[config.mk]
export PLATFORM = sky130hd
export DESIGN_NAME = mac_array_ctrl
export DESIGN_NICKNAME = d
export VERILOG_FILES = /design/src/rtl/mac_array_ctrl.sv
export SDC_FILE = /design/constraint.sdc
export NUM_CORES = 1
export LEC_CHECK = 0
export BUFFER_PORTS_ARGS = -buffer_cell sky130_fd_sc_hd__buf_2
export CORE_ASPECT_RATIO = 0.9
export CORE_MARGIN = 2
export CORE_UTILIZATION = 31
export DETAILED_ROUTE_END_ITERATION = 10
export PLACE_DENSITY = 0.63
export SLEW_MARGIN = 10
export SYNTH_ARGS = -nofsm -noshare
export SYNTH_HDL_FRONTEND = slang
export SYNTH_SLANG_ARGS = --single-unit
[constraint.sdc]
create_clock -name clk -period 2.31 [get_ports clk]
set_clock_uncertainty 0.1 [all_clocks]
set_input_delay 0.231 -clock clk [delete_from_list [all_inputs] [get_ports clk]]
set_output_delay 0.231 -clock clk [all_outputs]
set_load 0.02 [all_outputs]
[src/rtl/mac_array_ctrl.sv]
// mac_array_ctrl: sequences weight loads and activation streaming into the
// weight-stationary MAC array, stalls on output-FIFO backpressure and waits
// for the last column to drain before pulsing done.
module mac_array_ctrl #(
    parameter int unsigned col     = 8,
    parameter int unsigned bw      = 8,
    parameter int unsigned pr      = 8,
    parameter int unsigned addr_bw = 11,
    parameter int unsigned len_bw  = 8
) (
    input  logic                 clk,
    input  logic                 reset,
    input  logic                 start,
    input  logic [len_bw-1:0]    n_vec,
    input  logic                 ofifo_full,
    input  logic [col-1:0]       fifo_wr,
    output logic                 mem_rd,
    output logic [addr_bw-1:0]   mem_addr,
    input  logic [pr*bw-1:0]     mem_rdata,
    output logic [pr*bw-1:0]     array_in,
    output logic [1:0]           array_inst,
    output logic                 busy,
    output logic                 done
);

    localparam int unsigned DW = pr * bw;

    localparam logic [1:0] INST_NONE = 2'b00;
    localparam logic [1:0] INST_LOAD = 2'b01;
    localparam logic [1:0] INST_EXEC = 2'b10;

    typedef enum logic [2:0] {
        IDLE,
        LOAD,
        EXEC,
        DRAIN,
        DONE
    } state_e;

    state_e              state_q, state_d;
    logic [addr_bw-1:0]  addr_q, addr_d;
    logic [len_bw-1:0]   nvec_q, nvec_d;
    logic [len_bw-1:0]   wcnt_q, wcnt_d;
    logic [1:0]          ph_q, ph_d;
    logic [1:0]          inst_q, inst_d;
    logic [DW-1:0]       data_q, data_d;
    logic                busy_q, busy_d;
    logic                done_q, done_d;
    logic                rd_c;
    logic                load_last_c;
    logic                exec_last_c;
    logic                unused_fifo_wr;

    // Only the last column's strobe marks a result that has fully left the array.
    assign unused_fifo_wr = ^fifo_wr[col-2:0];

    // Final weight row sits at col-1; final activation row at col+n_vec-1.
    assign load_last_c = (addr_q == addr_bw'(col - 1));
    assign exec_last_c = ((addr_q + addr_bw'(1)) == (addr_bw'(col) + addr_bw'(nvec_q)));

    // Next-state, read issue, completion counting and the instruction/data pipeline.
    always_comb begin
        state_d = state_q;
        addr_d  = addr_q;
        nvec_d  = nvec_q;
        wcnt_d  = wcnt_q;
        rd_c    = 1'b0;
        ph_d    = INST_NONE;

        case (state_q)
            IDLE: begin
                if (start) begin
                    nvec_d  = n_vec;
                    wcnt_d  = '0;
                    addr_d  = '0;
                    state_d = LOAD;
                end
            end
            LOAD: begin
                rd_c   = 1'b1;
                ph_d   = INST_LOAD;
                addr_d = addr_q + addr_bw'(1);
                if (load_last_c) begin
                    state_d = (nvec_q != '0) ? EXEC : DONE;
                end
            end
            EXEC: begin
                if (!ofifo_full) begin
                    rd_c   = 1'b1;
                    ph_d   = INST_EXEC;
                    addr_d = addr_q + addr_bw'(1);
                    if (exec_last_c) begin
                        state_d = DRAIN;
                    end
                end
            end
            DRAIN: begin
                if (wcnt_q == nvec_q) begin
                    state_d = DONE;
                end
            end
            DONE: begin
                state_d = IDLE;
            end
            default: begin
                state_d = IDLE;
            end
        endcase

        if (((state_q == EXEC) || (state_q == DRAIN)) && fifo_wr[col-1] && (wcnt_q != nvec_q)) begin
            wcnt_d = wcnt_q + len_bw'(1);
        end

        inst_d = ph_q;
        data_d = (ph_q != INST_NONE) ? mem_rdata : '0;
        busy_d = (state_d != IDLE);
        done_d = (state_d == DONE);
    end

    // State and pipeline registers with synchronous reset.
    always_ff @(posedge clk) begin
        if (reset) begin
            state_q <= IDLE;
            addr_q  <= '0;
            nvec_q  <= '0;
            wcnt_q  <= '0;
            ph_q    <= INST_NONE;
            inst_q  <= INST_NONE;
            data_q  <= '0;
            busy_q  <= 1'b0;
            done_q  <= 1'b0;
        end else begin
            state_q <= state_d;
            addr_q  <= addr_d;
            nvec_q  <= nvec_d;
            wcnt_q  <= wcnt_d;
            ph_q    <= ph_d;
            inst_q  <= inst_d;
            data_q  <= data_d;
            busy_q  <= busy_d;
            done_q  <= done_d;
        end
    end

    assign mem_rd     = rd_c;
    assign mem_addr   = addr_q;
    assign array_in   = data_q;
    assign array_inst = inst_q;
    assign busy       = busy_q;
    assign done       = done_q;

endmodule
==> results of run 1 <==
==> area by class of cell <==
class | instances | area (µm²) | share of cell area (%)
Sequential cell | 100 | 2000 | 35.8
Multi-Input combinational cell | 269 | 1660 | 29.8
Timing Repair Buffer | 221 | 1410 | 25.2
Clock buffer | 9 | 225 | 4.03
Tap cell | 160 | 200 | 3.58
Clock inverter | 7 | 81.3 | 1.46
Inverter | 2 | 7.51 | 0.134
==> sequential cells by signal, summed over array words and instances, names as in the netlist <==
| name | cells |
|---|---|
| done | 1 |
| array_inst | 2 |
| busy | 1 |
| wcnt_q | 8 |
| state_q | 3 |
| mem_addr | 11 |
| array_in | 64 |
| inst_d | 2 |
| nvec_q | 8 |
==> what timing repair did <==
action,4_1_cts,5_1_grt
setup endpoints to repair,0,1
gates resized for setup,0,1
hold endpoints to repair,50,0
hold buffers,50,0
==> Yosys cell counts (2+ instances only) <==
| cell type | number | area (µm²) |
|---|---|---|
| a21oi_1 | 25 | 125 |
| nor3b_1 | 2 | 15.0 |
| nor4_2 | 3 | 37.5 |
| ha_1 | 3 | 37.5 |
| nor4_1 | 5 | 31.3 |
| clkbuf_1 | 13 | 48.8 |
| and3_1 | 9 | 56.3 |
| o21ai_1 | 7 | 35.0 |
| nand2_1 | 28 | 105 |
| nand3_1 | 11 | 55.1 |
| nor2b_1 | 71 | 444 |
| and3_2 | 2 | 15.0 |
| nand2b_1 | 2 | 12.5 |
| nand4_1 | 3 | 18.8 |
| xnor2_1 | 10 | 87.6 |
| o211ai_1 | 3 | 22.5 |
| buf_6 | 2 | 22.5 |
| nor3_1 | 9 | 45.0 |
| xor2_1 | 12 | 105 |
| dfxtp_1 | 100 | 2000 |
| and2_1 | 2 | 12.5 |
| a211oi_1 | 4 | 30.0 |
| nand3b_1 | 6 | 45.0 |
| buf_2 | 5 | 25.0 |
| o21ai_0 | 9 | 45.0 |
| clkbuf_8 | 4 | 55.1 |
| nor2_1 | 25 | 93.8 |
==> logic make-up after synthesis <==
kind of cell / after synthesis / share of synthesized area [%]
AND/OR/NAND/NOR: 184 / 27.6
flip-flops: 100 / 52.5
AO/OA/AOI/OAI: 59 / 9.48
buffers and inverters: 26 / 4.16
XOR/XNOR: 22 / 5.05
adder cells (fa/ha/maj): 3 / 0.984
multiplexers: 1 / 0.262
==> per-layer routing <==
| metal | global-route usage (%) | wire length, µm | vias to the layer above |
|---|---|---|---|
| li1 | - | - | 1744 |
| met1 | 18.1 | 4490 | 1574 |
| met3 | 4.65 | 431 | 14 |
| met2 | 25.5 | 5160 | 82 |
| met4 | 6.15 | 134 | 0 |
| met5 | 0 | 0 | - |
==> worst max-delay path by stage <==
| stage | startpoint | end | slack, ps | depth (start not counted) |
|---|---|---|---|---|
| global route | nvec_q[2] | wcnt_q[4] | 70 | 7 |
| CTS | state_q[1] | mem_rd | 90 | 4 |
| global placement | nvec_q[2] | wcnt_q[7] | 320 | 7 |
| floorplan | mem_addr[0] | state_q[0] | 310 | 7 |
| finish | state_q[1] | mem_rd | 190 | 4 |
| detailed placement | nvec_q[2] | wcnt_q[5] | 270 | 7 |
==> critical path, stage by stage, from the launching register on <==
cell,delay (ps)
dfxtp_1,350
or3b_1,430
a21o_2,320
clkinv_1,160
buf_2,190
==> power breakdown <==
| group | internal [mW] | switching [mW] | total [mW] | leakage (nW) |
|---|---|---|---|---|
| combinational | 0.213 | 0.199 | 0.412 | 1.59 |
| sequential | 1.76 | 0.0203 | 1.78 | 0.810 |
| clock | 0.855 | 0.684 | 1.54 | 0.147 |
| total | 2.83 | 0.903 | 3.74 | 2.55 |
==> per-stage QoR <==
step / utilization [%] / hold slack (ps) / area, µm² / worst slack (ps)
2_1_floorplan: - / 259 / 3810 / 309
3_3_place_gp: 39.7 / 339 / 4780 / 321
3_5_place_dp: 39.7 / 343 / 4780 / 274
4_1_cts: 46.4 / 4.40 / 5580 / 88.7
5_1_grt: 46.4 / 4.96 / 5590 / 66.0
6_report: 46.4 / 7.59 / 5590 / 191
==> reports/qor.csv, run 1 <==
stage,metric,value,unit
synthesis,synthArstFlopShare,0,%
clock_tree,clock_sinks,100,
placement,gp_congestion,0.782,
synthesis,synth_cell_types,47,
global_route,antenna_found_initial,0,
global_route,grt.total_usage,15.2,%
critical_path,r2r_end,wcnt_q[4],
global_route,grt.overflow.total,0,
synthesis,yosys_warnings,0,
floorplanning,dieArea,0.0132,mm²
hold_path,hold_class,in2reg,
cells_and_area,mostFrequentLayoutCells,"buf_2, dfxtp_1, nor2b_1, dlygate4sd3_1, nand2_1",
floorplanning,pin_count,164,
sta,fin_crit_sh,91.7,%
routing,drt_first_pass_iters,4,
hold_path,hp-start,mem_rdata[62],
critical_path,critPathArrivalTime,1790,ps
floorplanning,core,0.0120,mm²
clock_tree,cts-root-buf,clkbuf_16,
sta,worst_pin_slew,658,ps
cells_and_area,final_common_cell,buf_2,
cells_and_area,nNetsFinal,690,
clock_tree,cts_buffers,9,
clock_tree,postCtsSetupRepairBufs,0,
hold_path,min_path_cells,2,
sta,layout_min_cycle_time,2120,ps
synthesis,ys_seq_elements,100,
run,drv_cap,0,
synthesis,synth_cells,395,
routing,wl_per_cell,13.3,µm
cells_and_area,area_growth,46.4,%
placement,numPortBuffers,156,
sta,setup_viol,0,
global_route,grt_first_pass_wirelength,15.6,mm
critical_path,cp.required,1980,ps
clock_tree,cts.path.max_buffers,2,
sta,max_slew_margin,56.0,%
power_and_ir_drop,leakagePower,2.55,nW
routing,drt-initial-drc-count,156,
cells_and_area,layout.cells.non_filler,768,
routing,vias_per_cell,4.45,
routing,wirelength,10.2,mm
critical_path,r2r_start,nvec_q[2],
routing,post-route-drc-count,0,
status,status,"complete, no violations",
floorplanning,rows,38,
synthesis,synth-main-ff-cell,dfxtp_1,
synthesis,seq_area_frac_synth,52.5,%
critical_path,reg2reg_depth,7,
hold_path,min_to,array_in[62],
synthesis,synth_area,0.00381,mm²
synthesis,synth_edf_count,0,
clock_tree,path_clk_slew,70,ps
routing,ant_nets,0,
clock_tree,cts_tree,built,
critical_path,worstSetupStartpointType,register,
critical_path,rrSetupSlack,250,ps
global_route,grt_max_degree,65,
cells_and_area,antenna_cells,0,
cells_and_area,drive_above_1_share,32.7,%
sta,finalSetupTns,0,ps
critical_path,critPathKind,reg2out,
global_route,grt_pass1_vias,3300,
power_and_ir_drop,finalPower,3.74,mW
synthesis,synth_nets,482,
sta,slew_viol_final,0,
power_and_ir_drop,irDropWorstVdd,0.000505,V
clock_tree,htreeDepth,3,
power_and_ir_drop,power_density,669,mW/mm²
critical_path,endpoint_kind,primary output,
sta,fmax,472,MHz
floorplanning,die_w,121,µm
clock_tree,worstSkewPairLatency,340,ps
placement,post-place-cells,702,
cells_and_area,fill_cells,1143,
floorplanning,initial_core_util,31.7,%
placement,hpwlAfterDp,7.13,mm
sta,rsz0062_at_grt,false,
routing,vias,3414,
floorplanning,fp.dieH,109,µm
sta,finalHoldViolCount,0,
critical_path,worstPathMaxFanout,16,
synthesis,syn_avg_cell_area,9.66,µm²
(Power assumes the default switching activity.)
==> run 2, diff against run 1 <==
CORE_ASPECT_RATIO = 1.5   (was 0.9)
SKIP_CTS_REPAIR_TIMING = 1   (was unset)
==> run 2 against run 1 <==
  * The flow now finishes with violations (negative hold slack)
  * Sequential share of layout area up 2.7 points
  * Cell count is 5.5% lower
  * Via count shrank 2.7%
  * Clock power down 3%
  * Largest cell class unchanged
==> reports/qor.csv, run 2 (synthesis gave the netlist of run 1 again) <==
stage,metric,value,unit,change
placement,hpwlAfterDp,7.22,mm,+1.3%
hold_path,hp-start,mem_rdata[3],,
floorplanning,rows,49,,+29%
sta,finalHoldViolCount,11,,+11
sta,worst_pin_slew,623,ps,-34.9 ps
routing,post-route-drc-count,0,,unchanged
power_and_ir_drop,p_seq_share,48.9,%,+1.1 points
routing,drt_first_pass_iters,4,,unchanged
clock_tree,htreeDepth,3,,unchanged
power_and_ir_drop,power_density,701,mW/mm²,+4.9%
global_route,grt_max_degree,34,,-48%
floorplanning,initial_core_util,31.7,%,+0.033 points
routing,drt-initial-drc-count,66,,-58%
cells_and_area,largest_register_ff_count,64,,unchanged
power_and_ir_drop,finalPower,3.65,mW,-2.4%
clock_tree,cts_tree,built,,
global_route,grt.busiest_layer,met2,,
clock_tree,clock_sinks,100,,unchanged
sta,fmax,460,MHz,-2.5%
routing,wirelength,9.41,mm,-7.9%
critical_path,crit_start,state_q[1],,
power_and_ir_drop,irDropWorstVdd,0.000312,V,-38%
sta,setup_viol,0,,unchanged
cells_and_area,mostFrequentLayoutCells,"buf_2, dfxtp_1, nor2b_1, nand2_1, a21oi_1",,
cells_and_area,fill_cells,1198,,+4.8%
critical_path,worstPathMaxFanout,16,,unchanged
hold_path,hold_class,in2reg,,
cells_and_area,nNetsFinal,654,,-5.2%
cells_and_area,area_growth,36.3,%,
critical_path,worstSetupStartpointType,register,,
status,status,"complete, but fails checks",,
run,drv_cap,0,,unchanged
global_route,use_met1,14.6,%,-3.4 points
power_and_ir_drop,pwr-share-comb,9.9,%,-1.1 points
critical_path,cp.required,1980,ps,about the same
routing,vias,3322,,-2.7%
power_and_ir_drop,power_frac_clock,41.3,%,about the same
placement,gp_congestion,0.796,,+1.7%
routing,wl_per_cell,13.0,µm,-2.6%
critical_path,r2r_start,nvec_q[3],,
placement,placed_cell_area,0.00478,mm²,about the same
critical_path,endpoint_kind,primary output,,
floorplanning,die_w,94.6,µm,-22%
critical_path,rrSetupSlack,270,ps,+20 ps
global_route,grt.met3_usage,3.41,%,-1.2 points
power_and_ir_drop,swShare,25.6,%,+1.5 points
sta,rsz0062_at_grt,false,,
global_route,grt_util_met2,24.7,%,-0.82 points
critical_path,critPathArrivalTime,1840,ps,+50 ps
clock_tree,cts_buffers,9,,unchanged
global_route,grt.total_usage,14.1,%,-1.1 points
clock_tree,path_clk_slew,80,ps,about the same
clock_tree,cts-root-buf,clkbuf_16,,
cells_and_area,final_common_cell,buf_2,,
clock_tree,cts.path.max_buffers,2,,unchanged
clock_tree,worstSkewPairLatency,350,ps,about the same
placement,numPortBuffers,156,,unchanged
floorplanning,dieArea,0.0132,mm²,+0.13%
global_route,grt_pass1_vias,3213,,-2.6%
sta,max_slew_margin,58.3,%,+2.3 points
cells_and_area,drive_above_1_share,35.5,%,+2.8 points
routing,vias_per_cell,4.58,,+2.9%
power_and_ir_drop,power_switching,0.935,mW,+3.5%
critical_path,critPathKind,reg2out,,
sta,slew_viol_final,0,,unchanged
floorplanning,fp.dieH,140,µm,+28%
power_and_ir_drop,p_int,2.71,mW,-4.3%
sta,layout_min_cycle_time,2170,ps,+53.9 ps
routing,ant_nets,0,,unchanged
global_route,grt.overflow.total,0,,unchanged
status,violations,negative hold slack,,
sta,fin_crit_sh,94.1,%,+2.3 points
global_route,antenna_found_initial,1,,+1
floorplanning,core,0.0120,mm²,-0.10%
cells_and_area,final_design_area_no_fill,0.00520,mm²,-6.9%
power_and_ir_drop,leakagePower,2.40,nW,-5.9%
global_route,grt_first_pass_wirelength,14.7,mm,-6.1%
floorplanning,pin_count,164,,unchanged
sta,hold_slack,-13.4,ps,-21.0 ps
-- run 2: changes by cell type in the layout (fill, tap and decap cells not counted) --
cell | previous run | this run
buf_12 | 1 | 0
clkinvlp_4 | 1 | 0
diode_2 | 0 | 1
dfxtp_2 | 0 | 1
buf_4 | 14 | 18
dfxtp_1 | 100 | 99
inv_8 | 0 | 2
clkinv_8 | 0 | 2
clkinv_4 | 2 | 0
dlygate4sd3_1 | 50 | 11
bufinv_16 | 1 | 0
-- run 2: area by class of cell --
class                      count  area (µm²)  share of cell area (%)
sequential                   100        2000                    38.5
multi-input combinational    269        1660                    32.0
timing repair buffer         185        1030                    19.7
clock buffer                   9         225                    4.33
tap                          153         191                    3.68
clock inverter                 7        81.3                    1.56
inverter                       2        7.51                   0.144
antenna                        1        2.50                  0.0481
-- run 2: critical path, cell delays in order (launching register included) --
cell and delay (ps):
dfxtp_2 410, or3b_1 420, a21o_2 310, clkinv_1 170, buf_2 190
-- run 2: path summary, 6_finish.rpt --
kind	to	cells after the start
worst min-delay path	array_in[3]	2
worst max register to register	wcnt_q[2]	7
worst min register to register	array_inst[0]	1
worst max-delay path	mem_rd	4
-- run 2: metal layers --
metal  routed length [µm]  up-vias
met5                    0        -
met1                 3560     1501
met2                 4800      122
met3                  628       30
li1                     -     1669
met4                  421        0
-- run 2: stage by stage --
stage / setup WS (ps) / hold slack, ps / utilization (%) / cells / setup TNS [ps]
2_1_floorplan: 309 / 259 / - / 395 / 0
3_3_place_gp: 307 / 339 / 39.8 / 698 / 0
3_5_place_dp: 258 / 343 / 39.8 / 698 / 0
4_1_cts: -32.4 / -27.7 / 42.3 / 714 / -32.4
5_1_grt: 27.3 / 0.286 / 43.3 / 726 / 0
6_report: 137 / -13.4 / 43.3 / 726 / 0
-- run 2: power groups by stage --
stage | clock network, mW | registers [mW] | logic (mW)
global route | 1.63 | 1.79 | 0.396
finish | 1.50 | 1.78 | 0.361
global placement | 0 | 1.82 | 0.342
floorplan | 0 | 1.86 | 0.161
CTS | 1.56 | 1.78 | 0.349
detailed placement | 0 | 1.82 | 0.347
==> run 3, diff against run 2 <==
HOLD_SLACK_MARGIN = 0.06   (was unset)
==> run 3 against run 2 <==
  * The flow now finishes without violations
  * Non-clock buffer count grew 60
  * Final area grew 12%
  * Sequential cell count is the same
  * Sequential power is essentially flat
  * Combinational power grew 23%
  * Clock-buffer cell count is the same
  * Wire length grew 13%
  * Sequential share of layout area shrank 4.0 points
  * Cell count grew 8.4%
  * Maximum frequency is essentially flat
  * Critical endpoint unchanged
==> reports/qor.csv, run 3 (synthesis gave the netlist of run 1 again) <==
stage,metric,value,unit,change
critical_path,critPathSlowestCell,or3b_1,,
critical_path,endpoint_kind,primary output,,
critical_path,critPathArrivalTime,1840,ps,about the same
sta,fin_crit_sh,94.0,%,about the same
routing,wirelength,10.6,mm,+13%
floorplanning,pin_count,164,,unchanged
cells_and_area,fill_cells,1119,,-6.6%
global_route,grt_first_pass_wirelength,14.7,mm,unchanged
critical_path,worstPathMaxFanout,16,,unchanged
floorplanning,fp.dieH,140,µm,unchanged
clock_tree,clock_sinks,100,,unchanged
power_and_ir_drop,leakagePower,2.65,nW,+10%
cells_and_area,drive_above_1_share,32.1,%,-3.4 points
cells_and_area,multi_input_area,0.00166,mm²,unchanged
sta,rsz0062_at_grt,false,,
routing,drt_first_pass_iters,4,,unchanged
sta,fmax,460,MHz,about the same
power_and_ir_drop,power_density,644,mW/mm²,-8.1%
global_route,grt_pass1_vias,3213,,unchanged
floorplanning,dieArea,0.0132,mm²,unchanged
cells_and_area,layout.cells.non_filler,787,,+8.4%
power_and_ir_drop,irDropWorstVdd,0.000310,V,-0.73%
clock_tree,htreeDepth,3,,unchanged
critical_path,worstSetupStartpointType,register,,
sta,hold_slack,36.8,ps,+50.1 ps
routing,wl_per_cell,13.5,µm,+4.0%
clock_tree,cts_tree,built,,
status,status,"complete, no violations",,
routing,ant_nets,0,,unchanged
sta,setup_viol,0,,unchanged
global_route,grt.overflow.total,0,,unchanged
placement,gp_congestion,0.796,,unchanged
clock_tree,path_clk_slew,70,ps,about the same
global_route,grt.total_usage,14.1,%,unchanged
sta,finalHoldViolCount,0,,-11
cells_and_area,mostFrequentLayoutCells,"buf_2, dfxtp_1, nor2b_1, dlygate4sd3_1, nand2_1",,
cells_and_area,nNetsFinal,714,,+9.2%
floorplanning,die_w,94.6,µm,unchanged
global_route,grt_max_degree,34,,unchanged
floorplanning,core,0.0120,mm²,unchanged
run,drv_cap,0,,unchanged
critical_path,cp.required,1980,ps,about the same
floorplanning,rows,49,,unchanged
clock_tree,cts-root-buf,clkbuf_16,,
clock_tree,cts.path.max_buffers,2,,unchanged
global_route,antenna_found_initial,1,,unchanged
hold_path,hold_class,in2reg,,
sta,slew_viol_final,0,,unchanged
cells_and_area,area_growth,52.1,%,
placement,numPortBuffers,156,,unchanged
sta,layout_min_cycle_time,2170,ps,-0.531 ps
clock_tree,worstSkewPairLatency,350,ps,about the same
routing,post-route-drc-count,0,,unchanged
sta,worst_pin_slew,624,ps,+0.810 ps
cells_and_area,final_common_cell,buf_2,,
cells_and_area,largest_register_ff_count,64,,unchanged
sta,max_slew_margin,58.3,%,about the same
routing,drt-initial-drc-count,69,,+4.5%
power_and_ir_drop,finalPower,3.74,mW,+2.6%
routing,vias_per_cell,4.52,,-1.3%
routing,vias,3554,,+7.0%
clock_tree,cts_buffers,9,,unchanged
floorplanning,initial_core_util,31.7,%,unchanged
critical_path,critPathKind,reg2out,,
placement,post-place-cells,698,,unchanged
critical_path,critical-path-max-stage-delay,420,ps,about the same
critical_path,crit_chain,"or3b_1, a21o_2, clkinv_1, buf_2",,
placement,hpwlAfterDp,7.22,mm,unchanged
cells_and_area,regArea,0.00200,mm²,unchanged
==> run 3: per-stage QoR <==
stage	util, %	TNS [ps]	area [µm²]	setup slack, ps
after global routing	48.3	0	5800	27.3
after global placement	39.8	0	4780	307
after detailed placement	39.8	0	4780	258
final	48.3	0	5800	138
after floorplan	-	0	3810	309
after CTS	42.3	-32.4	5080	-32.4
==> run 3: worst max-delay path: cells and delay by family, from the launching register on <==
family,cells,cell delay [ps]
AO/OA/AOI/OAI,1,310
flip-flops,1,410
AND/OR/NAND/NOR,1,420
buffers and inverters,2,360
==> run 3: per-layer routing <==
metal | up-vias | track usage, % | wire [µm]
li1 | 1791 | - | -
met2 | 129 | 24.7 | 5680
met4 | 0 | 8.92 | 414
met1 | 1606 | 14.6 | 3880
met3 | 28 | 3.41 | 638
met5 | - | 0 | 0
==> run 3: path summary, 6_finish.rpt <==
| check | start | end | slack [ps] | depth (start not counted) |
|---|---|---|---|---|
| max | state_q[1] | mem_rd | 140 | 4 |
| min | n_vec[4] | nvec_q[4] | 40 | 3 |
| max reg2reg | nvec_q[3] | wcnt_q[2] | 270 | 7 |
| min reg2reg | inst_d[0] | array_inst[0] | 420 | 1 |
==> run 3: area by class of cell <==
type	instances	share of cell area [%]
diodes	2	0.0862
clock buffers	9	3.88
clock inverters	7	1.40
inverters	2	0.129
multi-input cells	269	28.7
flip-flops and latches	100	34.5
well taps	153	3.30
repair buffers	245	28.0
==> run 3: report_power, final <==
group	total, mW	switching (mW)	internal, mW
clock network	1.51	0.736	0.777
logic	0.445	0.207	0.238
registers	1.78	0.0189	1.76
total	3.74	0.962	2.78
